`src/rtl/sym_restore_pkg.sv`:
```
// Shared definitions for the sign-fold restore path: mode encodings, sign FIFO
// entry layout, fixed-point ONE constant and signed saturation helper.
package sym_restore_pkg;

  localparam logic MODE_SIGMOID = 1'b0;
  localparam logic MODE_TANH    = 1'b1;

  typedef struct packed {
    logic mode;
    logic sign_pos;
  } sign_entry_t;

  // Entry substituted when a result returns with no flag available.
  localparam sign_entry_t ENTRY_PASS = '{mode: MODE_SIGMOID, sign_pos: 1'b1};

  function automatic int unsigned one_from_frac(input int unsigned frac);
    return 32'd1 << frac;
  endfunction

  function automatic logic signed [31:0] sat_signed(input logic signed [31:0] v,
                                                     input int unsigned dw);
    logic signed [31:0] max_v;
    logic signed [31:0] min_v;
    max_v = (32'sd1 <<< (dw - 1)) - 32'sd1;
    min_v = -max_v - 32'sd1;
    if (v > max_v) return max_v;
    if (v < min_v) return min_v;
    return v;
  endfunction

endpackage

```
`src/rtl/sym_sign_fifo.sv`:
```
// First-word-fall-through FIFO of {mode, sign_pos} flags with occupancy count,
// empty bypass and single-cycle overflow/underflow pulses.
module sym_sign_fifo
  import sym_restore_pkg::*;
#(
  parameter int DEPTH = 8,
  localparam int AW = $clog2(DEPTH),
  localparam int CW = AW + 1
) (
  input  logic          clk,
  input  logic          rst,
  input  logic          push,
  input  logic          pop,
  input  sign_entry_t   wdata,
  output sign_entry_t   rdata,
  output logic [CW-1:0] count,
  output logic          ovf,
  output logic          udf
);

  sign_entry_t   mem_q [DEPTH];
  sign_entry_t   mem_d [DEPTH];
  logic [AW-1:0] wr_q, wr_d;
  logic [AW-1:0] rd_q, rd_d;
  logic [CW-1:0] count_q, count_d;
  logic          empty;
  logic          full;

  always_comb begin
    mem_d   = mem_q;
    wr_d    = wr_q;
    rd_d    = rd_q;
    count_d = count_q;
    rdata   = ENTRY_PASS;
    ovf     = 1'b0;
    udf     = 1'b0;
    empty   = (count_q == '0);
    full    = (count_q == CW'(DEPTH));

    if (pop) begin
      if (!empty) begin
        rdata = mem_q[rd_q];
        rd_d  = rd_q + AW'(1);
        if (!push) count_d = count_q - CW'(1);
      end else if (push) begin
        rdata = wdata;
      end else begin
        udf = 1'b1;
      end
    end

    // A push consumed by the empty bypass never touches storage.
    if (push && !(pop && empty)) begin
      if (pop || !full) begin
        mem_d[wr_q] = wdata;
        wr_d        = wr_q + AW'(1);
        if (!pop) count_d = count_q + CW'(1);
      end else begin
        ovf = 1'b1;
      end
    end
  end

  always_ff @(posedge clk or posedge rst) begin
    if (rst) begin
      for (int i = 0; i < DEPTH; i++) mem_q[i] <= ENTRY_PASS;
      wr_q    <= '0;
      rd_q    <= '0;
      count_q <= '0;
    end else begin
      mem_q   <= mem_d;
      wr_q    <= wr_d;
      rd_q    <= rd_d;
      count_q <= count_d;
    end
  end

  assign count = count_q;

endmodule

```
`src/rtl/sym_restore.sv`:
```
// Pairs buffered sign flags with magnitude-domain LUT results and restores
// sigmoid/tanh by symmetry. Define SYM_RESTORE_ERR_EN for sticky error flags.
module sym_restore
  import sym_restore_pkg::*;
#(
  parameter int DW    = 16,
  parameter int FRAC  = 12,
  parameter int DEPTH = 8
) (
  input  logic                     clk,
  input  logic                     rst,
  input  logic                     en,
  input  logic                     sign_valid,
  input  logic                     sign_pos,
  input  logic                     mode,
  input  logic                     mag_valid,
  input  logic [DW-1:0]            mag_y,
  output logic [DW-1:0]            y_out,
  output logic                     y_valid,
  output logic [$clog2(DEPTH):0]   count,
  output logic                     err_ovf,
  output logic                     err_udf,
  input  logic                     err_clr
);

  localparam logic signed [DW:0] ONE_S = (DW+1)'(one_from_frac(FRAC));

  logic             push;
  logic             pop;
  sign_entry_t      head;
  logic             ovf_pulse;
  logic             udf_pulse;
  logic signed [DW:0] mag_ext;
  logic signed [DW:0] diff;
  logic signed [DW:0] restored;
  logic [DW-1:0]    y_out_q, y_out_d;
  logic             y_valid_q, y_valid_d;

  assign push = en & sign_valid;
  assign pop  = en & mag_valid;

  sym_sign_fifo #(.DEPTH(DEPTH)) u_fifo (
    .clk   (clk),
    .rst   (rst),
    .push  (push),
    .pop   (pop),
    .wdata ('{mode: mode, sign_pos: sign_pos}),
    .rdata (head),
    .count (count),
    .ovf   (ovf_pulse),
    .udf   (udf_pulse)
  );

  always_comb begin
    mag_ext  = {1'b0, mag_y};
    diff     = ONE_S - mag_ext;
    restored = mag_ext;
    if (!head.sign_pos) begin
      if (head.mode == MODE_TANH) restored = -mag_ext;
      else                        restored = (diff < 0) ? '0 : diff;
    end
    y_valid_d = pop;
    y_out_d   = pop ? DW'(sat_signed(32'(restored), DW)) : '0;
  end

  always_ff @(posedge clk or posedge rst) begin
    if (rst) begin
      y_out_q   <= '0;
      y_valid_q <= 1'b0;
    end else begin
      y_out_q   <= y_out_d;
      y_valid_q <= y_valid_d;
    end
  end

  assign y_out   = y_out_q;
  assign y_valid = y_valid_q;

`ifdef SYM_RESTORE_ERR_EN
  logic err_ovf_q, err_ovf_d;
  logic err_udf_q, err_udf_d;

  // A new error event in the same cycle as err_clr keeps the flag set.
  always_comb begin
    err_ovf_d = err_clr ? 1'b0 : err_ovf_q;
    err_udf_d = err_clr ? 1'b0 : err_udf_q;
    if (ovf_pulse) err_ovf_d = 1'b1;
    if (udf_pulse) err_udf_d = 1'b1;
  end

  always_ff @(posedge clk or posedge rst) begin
    if (rst) begin
      err_ovf_q <= 1'b0;
      err_udf_q <= 1'b0;
    end else begin
      err_ovf_q <= err_ovf_d;
      err_udf_q <= err_udf_d;
    end
  end

  assign err_ovf = err_ovf_q;
  assign err_udf = err_udf_q;
`else
  logic unused_err;
  assign unused_err = ^{err_clr, ovf_pulse, udf_pulse};
  assign err_ovf    = 1'b0;
  assign err_udf    = 1'b0;
`endif

endmodule

```
`config.mk`:
```
export PLATFORM = sky130hd
export DESIGN_NAME = sym_restore
export DESIGN_NICKNAME = d
export VERILOG_FILES = /design/src/rtl/sym_restore_pkg.sv /design/src/rtl/sym_sign_fifo.sv /design/src/rtl/sym_restore.sv
export SDC_FILE = /design/constraint.sdc
export NUM_CORES = 1
export LEC_CHECK = 0
export ABC_AREA = 1
export BUFFER_PORTS_ARGS = -buffer_cell sky130_fd_sc_hd__buf_2
export CAP_MARGIN = 40
export CELL_PAD_IN_SITES_DETAIL_PLACEMENT = 0
export CELL_PAD_IN_SITES_GLOBAL_PLACEMENT = 1
export CORE_UTILIZATION = 37
export CTS_CLUSTER_DIAMETER = 150
export DETAILED_ROUTE_END_ITERATION = 16
export GPL_ROUTABILITY_DRIVEN = 0
export PLACE_DENSITY_LB_ADDON = 0.08
export SLEW_MARGIN = 20
export SYNTH_ARGS = -nofsm -noshare
export SYNTH_HDL_FRONTEND = slang
export SYNTH_HIERARCHICAL = 1
export SYNTH_SLANG_ARGS = --single-unit
```
`constraint.sdc`:
```
create_clock -name clk -period 2.3 [get_ports clk]
set_clock_uncertainty 0.1 [all_clocks]
set_input_delay 0.23 -clock clk [delete_from_list [all_inputs] [get_ports clk]]
set_output_delay 0.23 -clock clk [all_outputs]
set_load 0.02 [all_outputs]
```
==> results.yml <==
synth:
  syn_inst: 384
  syn_area_um2: 2800
  avgSynthCellArea_um2: 7.28
  yosys_warnings: 6
timing:
  hold_slack_ns: 0.0812
  setup_viol: 0
  hold_viol: 0
  fin_crit_sh_pct: 94.5
  maxSlewHeadroom_pct: 55.2
  tightest_slew_ns: 0.671
  fin_ws_ns: 0.127
  min_period_ns: 2.17
  slew_viol_final: 0
  fmax_mhz: 460
detailed_routing:
  drcViolationCount: 0
  dr.first_iter.drc_count: 109
  drtPass1Iterations: 4
  via_per_inst: 4.69
  wire_per_inst_um: 12.4
  ant_nets: 0
  vias: 2622
  totalWireLength_mm: 6.92
worst_setup_path:
  path_cells: "inv_2 -> ha_4 -> buf_4 -> nand2_2 -> nor2_4 -> nor2_4 -> nand3_2 -> nand2_2 -> inv_4 -> buf_8 -> or2_2 -> xnor2_1 -> nand2_1 -> a21oi_2"
  worstReg2RegStart: "u_fifo/count[0]"
  crit_path_start_kind: "flip-flop"
  cp.required_ns: 2.43
  worstSetupStartpoint: "u_fifo/count[0]"
  critPathBufInv: 4
  cpPeakStageDelay_ns: 0.37
  crit_arrival_ns: 2.31
  critPathCaptureType: "flip-flop"
  cp_max_fo: 12
  critPathKind: "reg2reg"
  crit_family: "simple AND/OR/NAND/NOR gates"
  cp_slowest_cell: "dfrtp_2"
cts:
  numCtsBuffers: 5
  clkSlewWorstSetupHoldPaths_ns: 0.09
  clkLatencyLatePin_ns: 0.30
  cts_tree: "built"
  cts-root-buf: "clkbuf_8"
  htreeDepth: 2
  numClockSinks: 43
  clock_path_buffers: 2
outcome:
  status: "complete, no violations"
cells_and_area:
  utilization_pct: 48.2
  fin_area_um2: 3520
  final_nets: 489
  antenna_cells: 0
  areaGrowthSynthToFinish_pct: 25.8
  fill_cells: 780
  drive_gt1_share_pct: 31.5
job:
  max-cap-violations: 0
placement:
  portBuffers: 43
  dp_hpwl_mm: 5.37
  placed_cell_area_um2: 3280
  place_ws_ns: 0.0604
floorplan:
  start_util_pct: 38.3
  fp.dieH_um: 88.9
  core-area_um2: 7290
  ioPinCount: 47
  rows: 31
  die_x_um: 88.9
  die_area_um2: 7910
global_routing:
  grt_remaining_overflow: 0
  grt_max_degree: 18
  grt_pass1_wl_mm: 11.2
  antenna_found_initial: 0
  grt_pass1_vias: 2317
  grt_usage_pct: 18.5
power_and_ir_drop:
  clockPowerShare_pct: 13.7
  seq_power_share_pct: 34.3
  p_comb_share_pct: 52.0
  p_per_area_nw_per_um2: 1040
  leakage_nw: 1.76
  p_switching_w: 0.00158
  intPower_w: 0.00206
  p_sw_share_pct: 43.3
  vdd_drop_max_v: 0.000468
worst_hold_path:
  hold_path_class: "in2reg"
  hp-start: "mag_valid"
cells in the final DEF, fill, tap and decap left out, drive strengths merged, types with 2 or more instances in the layout:
cell	n
nand2	117
buf	74
nor2	61
nand3	43
inv	37
dfrtp	35
o21ai	25
a21oi	14
xor2	8
dfstp	8
nand4	8
ha	6
xnor2	5
clkbuf	5
nor3	3
conb	2
clkinvlp	2
through the flow:
step                TNS [ns]  cells  total power (W)
global route         -0.0369    559          0.00398
global placement           0    543          0.00299
finish                     0    559          0.00365
floorplan                  0    385          0.00244
CTS                        0    552          0.00352
detailed placement         0    543          0.00301
power groups by stage:
stage | sequential (W) | clock, W | combinational, W
6_report | 0.00125 | 0.000500 | 0.00190
5_1_grt | 0.00129 | 0.000550 | 0.00214
2_1_floorplan | 0.00134 | 0 | 0.00110
4_1_cts | 0.00125 | 0.000521 | 0.00175
3_5_place_dp | 0.00126 | 0 | 0.00175
3_3_place_gp | 0.00126 | 0 | 0.00173
flip-flops by register name, summed over array words and instances, names as in the netlist:
signal,cells
u_fifo/count,4
u_fifo/mem_q,16
u_fifo/rd_q,3
u_fifo/wr_q,3
y_out,16
y_valid,1
worst register-to-register path, stage by stage, from the launching register on:
cell	delay, ns
dfrtp_2	0.37
inv_2	0.05
ha_4	0.15
buf_4	0.12
nand2_2	0.09
nor2_4	0.05
nor2_4	0.16
nand3_2	0.11
nand2_2	0.10
inv_4	0.06
buf_8	0.14
or2_2	0.30
xnor2_1	0.13
nand2_1	0.08
a21oi_2	0.11
metal layers:
metal	global-route usage [%]	vias to the layer above	wire (um)
li1	-	1372	-
met1	28.1	1189	3540
met2	27.4	54	2980
met3	2.68	7	321
met4	5.19	0	71
met5	0	-	0
final cells by class:
| class | instances | area, um2 | share of cell area [%] |
|---|---|---|---|
| clock buffer | 5 | 68.8 | 1.96 |
| clock inverter | 3 | 23.8 | 0.676 |
| inverter | 37 | 146 | 4.16 |
| multi-input combinational | 297 | 1600 | 45.4 |
| sequential | 43 | 1090 | 30.9 |
| tap | 99 | 124 | 3.52 |
| timing repair buffer | 75 | 469 | 13.3 |
path summary, 6_finish.rpt:
path | to | depth (start not counted) | slack [ns]
max reg2reg | y_out[6] | 14 | 0.13
max | y_out[6] | 14 | 0.13
min reg2reg | u_fifo/mem_q[4] | 2 | 0.38
min in group asynchronous | u_fifo/mem_q[7] | 3 | 0.46
min | y_out[15] | 3 | 0.08
max in group asynchronous | u_fifo/mem_q[14] | 4 | 0.95
what timing repair did:
action,CTS,global route
endpoints found under the setup margin,0,15
setup buffers,0,7
hold endpoints to repair,29,0
gates resized for setup,0,20
hold buffers,1,0
Note: power is estimated with default switching activity, not from simulation.
